## config.mk

```make
export PLATFORM = sky130hd
export DESIGN_NAME = seq_shifter
export DESIGN_NICKNAME = d
export VERILOG_FILES = /design/src/rtl/seq_shifter.sv
export SDC_FILE = /design/constraint.sdc
export NUM_CORES = 1
export LEC_CHECK = 0
export CORE_MARGIN = 5
export CORE_UTILIZATION = 45
export CTS_BUF_LIST = sky130_fd_sc_hd__clkbuf_16
export CTS_CLUSTER_DIAMETER = 200
export DETAILED_ROUTE_END_ITERATION = 12
export PLACE_DENSITY = 0.72
export RECOVER_POWER = 50
export SYNTH_ARGS = -nofsm -noshare
export SYNTH_HDL_FRONTEND = slang
export SYNTH_SLANG_ARGS = --single-unit
```

## constraint.sdc

```tcl
create_clock -name clk -period 3.04 [get_ports clk]
set_clock_uncertainty 0.2 [all_clocks]
set_input_delay 0.608 -clock clk [delete_from_list [all_inputs] [get_ports clk]]
set_output_delay 0.608 -clock clk [all_outputs]
set_load 0.02 [all_outputs]
```

## src/rtl/seq_shifter.sv

```systemverilog
// Sequential barrel-free shifter: one bit per cycle, valid/ready on both sides.
// Optional rotate support is enabled by defining SEQ_SHIFTER_ROTATE_EN (adds port rot).
module seq_shifter #(
   parameter int unsigned WIDTH = 32,
   parameter int unsigned SHW   = $clog2(WIDTH)
) (
   input  logic             clk,
   input  logic             rst_n,
   input  logic             in_valid,
   output logic             in_ready,
   input  logic [WIDTH-1:0] x,
   input  logic [SHW-1:0]   shamt,
   input  logic             dir,
   input  logic             arith,
`ifdef SEQ_SHIFTER_ROTATE_EN
   input  logic             rot,
`endif
   output logic             out_valid,
   input  logic             out_ready,
   output logic [WIDTH-1:0] z,
   output logic             busy
);

   typedef enum logic [1:0] {
      IDLE  = 2'd0,
      SHIFT = 2'd1,
      DONE  = 2'd2
   } state_t;

   state_t           state;
   logic [WIDTH-1:0] data_q;
   logic [SHW-1:0]   cnt_q;
   logic             dir_q;
   logic             arith_q;
`ifdef SEQ_SHIFTER_ROTATE_EN
   logic             rot_q;
`endif

   logic             fill_c;
   logic [WIDTH-1:0] step_c;

   // Single-bit shift of the data register; during an arithmetic right shift
   // the MSB always still holds the latched sign bit, so it is reused as fill.
   always_comb begin
      fill_c = 1'b0;
      step_c = data_q;
      if (dir_q) begin
`ifdef SEQ_SHIFTER_ROTATE_EN
         fill_c = rot_q ? data_q[WIDTH-1] : 1'b0;
`else
         fill_c = 1'b0;
`endif
         step_c = {data_q[WIDTH-2:0], fill_c};
      end else begin
`ifdef SEQ_SHIFTER_ROTATE_EN
         fill_c = rot_q ? data_q[0] : (arith_q & data_q[WIDTH-1]);
`else
         fill_c = arith_q & data_q[WIDTH-1];
`endif
         step_c = {fill_c, data_q[WIDTH-1:1]};
      end
   end

   // Control FSM with registered handshake outputs.
   always_ff @(posedge clk or negedge rst_n) begin
      if (!rst_n) begin
         state     <= IDLE;
         in_ready  <= 1'b1;
         out_valid <= 1'b0;
         busy      <= 1'b0;
         z         <= '0;
         data_q    <= '0;
         cnt_q     <= '0;
         dir_q     <= 1'b0;
         arith_q   <= 1'b0;
`ifdef SEQ_SHIFTER_ROTATE_EN
         rot_q     <= 1'b0;
`endif
      end else begin
         case (state)
            IDLE: begin
               if (in_valid) begin
                  data_q   <= x;
                  cnt_q    <= shamt;
                  dir_q    <= dir;
                  arith_q  <= arith;
`ifdef SEQ_SHIFTER_ROTATE_EN
                  rot_q    <= rot;
`endif
                  in_ready <= 1'b0;
                  busy     <= 1'b1;
                  if (shamt == '0) begin
                     state     <= DONE;
                     z         <= x;
                     out_valid <= 1'b1;
                  end else begin
                     state <= SHIFT;
                  end
               end
            end
            SHIFT: begin
               data_q <= step_c;
               cnt_q  <= cnt_q - SHW'(1);
               if (cnt_q == SHW'(1)) begin
                  state     <= DONE;
                  z         <= step_c;
                  out_valid <= 1'b1;
               end
            end
            DONE: begin
               if (out_ready) begin
                  state     <= IDLE;
                  out_valid <= 1'b0;
                  busy      <= 1'b0;
                  in_ready  <= 1'b1;
               end
            end
            default: begin
               state     <= IDLE;
               out_valid <= 1'b0;
               busy      <= 1'b0;
               in_ready  <= 1'b1;
            end
         endcase
      end
   end

endmodule

```

==> results by group <==
Status
  – Status: completed

Clock tree
  – Clock root cell: clkbuf_16
  – Clock transition at the registers of the reported paths: 0.06 ns
  – Setup repair bufs after CTS: 0
  – TritonCTS Buffers: 9
  – # H-tree levels: 3
  – Latest clock arrival within the worst-skew pair: 0.33 ns
  – CTS tree: done
  – Post-cts sizing count: 0
  – Clk buf depth: 2
  – Clock Sinks: 76
  – Post-CTS Hold Fix Bufs: 0

Setup path
  – Arr. time, crit path: roughly 2.5 ns
  – Element type at the critical path end: flop
  – Critical path peak fanout: 17
  – Worst path cell trace: inv_1 -> ha_1 -> inv_1 -> o41ai_1 -> o211a_2 -> buf_12 -> mux2_2
  – Crit Path Class: flop to flop
  – WP data required: around 3 ns
  – Most used cell, CP: inv_1
  – Critical path's largest stage delay: around 0.64 ns
  – Critical Path Source Type: flop
  – Slowest CP cell: o41ai_1

Yosys
  – Synth Net Count: a little over 400
  – Top cell type's share of synthesized area: 0.505
  – EDFF count, synth: 0
  – Syn Std Cell Area: 3720 sq um
  – Largest cells by area after synthesis: dfrtp_1 51%, mux2i_1 15%, o21ai_0 5.1%
  – Avg Cell Area, Syn: 10.0 sq um
  – Yosys top cell by area: dfrtp_1
  – Yosys warns: 0
  – Most frequent cell after synthesis: dfrtp_1
  – Most frequent cells after synthesis: 75 x dfrtp_1, 57 x mux2i_1, 38 x o21ai_0
  – Synth Register Bits: 76
  – Seq/Total Area, Yosys: 0.512
  – FFs w/ async S/R, synth: 1.00
  – Synth cell types: 36
  – Main flop type after synthesis: dfrtp_1
  – Post-Synthesis Cells: 370

STA
  – Hold Violations, Final: 0
  – Max Slew Vio Count: 0
  – # setup viols final: 0
  – RSZ-0062 raised after global routing: false
  – Rel. slew slack: 0.328
  – Crit path time final: 2.50 ns
  – Fmax: roughly 400 MHz
  – Final TNS setup: 0 ns
  – Worst-Margin Slew: 1.01 ns
  – Crit share post-route: 0.822

Pwr
  – Switching Fraction: 0.398
  – Leak: roughly 2.2 nW
  – Max VDD drop: 0.501 mV
  – Seq pwr share: 0.350
  – Switching pwr: 2.30 mW
  – Clock Power Share: 0.176
  – Power Dens Cells: 1190 nW/um^2
  – Final Power: 5.77 mW
  – Comb power frac: 0.474
  – Int Pwr: 3.47 mW

Final layout
  – Final Instance Count excl. Fillers: between 500 and 600
  – Area grow syn2layout: 30.1%
  – Post-Route Utilization: 0.594
  – Design area: 4830 sq um
  – Filler Cell Count: 749
  – Inserted Diodes: 0
  – Layout cells sized above 1: 0.0938
  – Number of nets in the layout: 488

Drt
  – Routed wl met3: 421 microns
  – Antenna viol nets, final: 0
  – Total Wirelength: around 8.2 mm
  – Initial DRC count: 88
  – WL/cell: 14.7 microns
  – Met1 Wirelength: 3.65 mm
  – Met2 WL: 3.95 mm
  – Number of vias per cell: 5.15
  – Top Metal Used: met4
  – DRC: 0
  – Drt pass-1 iters: 4
  – Vias: 2,849

Floorplan
  – Row count: 33
  – DIE AREA: 10,200 sq um
  – DIE WIDTH: about 100 microns
  – CORE AREA: 8130 sq um
  – Die height: 101 microns
  – Initial Util: 0.457
  – Boundary Pins: 78

Global routing
  – Largest net degree at the start of global routing: 56
  – Aggregate global routing overflow: 0
  – First-pass GRT wire length: ~14 mm
  – Total GRT Usage: 0.171
  – Number of global-route vias before repair: a little under 3,000
  – Initial antenna violation count: 0

Placement
  – Placed Area: ~4600 sq um
  – HPWL after DPL: 5.74 mm
  – Cells after DPL: roughly 540
  – Final Wtd Congestion: 0.759
  – PortBufs: slightly below 80

Min path
  – Hold WC Path Type: input port to async pin

Flow run
  – Max-Cap Viols: 0
metal layers:
| metal | global-route usage | vias up |
|---|---|---|
| met1 | 0.218 | 1368 |
| met4 | 0.0663 | 0 |
| met2 | 0.282 | 62 |
| li1 | - | 1404 |
| met5 | 0 | - |
| met3 | 0.0388 | 15 |
path summary, 6_finish.rpt:
path                       depth (start not counted)                      to                   from  slack (ns)
min reg2reg                                        2   data_q[0]$_DFFE_PN0P_  data_q[0]$_DFFE_PN0P_        0.29
max                                                7       z[29]$_DFFE_PN0P_   cnt_q[1]$_DFFE_PN0P_        0.54
max in group asynchronous                          2  data_q[11]$_DFFE_PN0P_                  rst_n        1.27
max reg2reg                                        7       z[29]$_DFFE_PN0P_   cnt_q[1]$_DFFE_PN0P_        0.54
min in group clk                                   2   data_q[0]$_DFFE_PN0P_  data_q[0]$_DFFE_PN0P_        0.29
min                                                1    cnt_q[2]$_DFFE_PN0P_                  rst_n        0.03
power by group through the flow:
stage                     logic [mW]  clock network (mW)  registers (mW)
after floorplan                 1.76                   0            2.11
after global placement          2.72                   0            2.03
after detailed placement        2.80                   0            2.04
after CTS                       2.81                1.04            2.03
after global routing            3.03                1.08            2.11
final                           2.73                1.02            2.02
cell type report:
class / count / area [sq um] / share of cell area
Clock buffer: 9 / 225 / 0.0466
Multi-Input combinational cell: 237 / 1550 / 0.321
Inverter: 34 / 128 / 0.0264
Clock inverter: 7 / 57.6 / 0.0119
Sequential cell: 76 / 1900 / 0.394
Tap cell: 105 / 131 / 0.0272
Timing Repair Buffer: 85 / 835 / 0.173
worst max-delay path: cells and delay by family, from the launching register on:
| kind | cells | cell delay (ns) |
|---|---|---|
| AOI/OAI and AO/OA | 2 | 1.00 |
| DFF | 1 | 0.39 |
| muxes | 1 | 0.35 |
| buffers and inverters | 3 | 0.29 |
| adders and majority gates | 1 | 0.14 |
per-stage QoR:
step,setup slack (ns),hold slack (ns)
final,0.541,0.0322
after global routing,0.381,0.0745
after CTS,0.522,0.0594
after detailed placement,0.235,0.277
after global placement,0.269,0.271
after floorplan,0.780,0.112
cell usage in the layout (no fill, tap or decap), types with 4 or more instances in the layout:
cell	instances
inv_1	33
clkdlybuf4s50_1	68
o21ai_0	39
nor2_1	30
mux2i_1	57
dfrtp_1	74
nand2_1	36
a21oi_1	34
mux2_2	11
dlygate4sd3_1	8
clkbuf_16	9
buf_4	6
clkinv_2	4
cells by family (layout without fill, tap and decap cells):
family          count (synthesis)  in the layout  share of synthesized area
flops                          76             76                      0.512
simple gates                   78             78                     0.0889
buf+inv                        57            135                     0.0704
compound gates                 88             88                      0.131
fa+ha+maj                       2              2                    0.00673
mux                            69             69                      0.191
flip-flops by register name, summed over array words and instances, names as in the netlist:
signal	flops
in_ready	1
data_q	32
dir_q	1
busy	1
out_valid	1
state	2
arith_q	1
cnt_q	5
z	32
(Power assumes the default switching activity.)
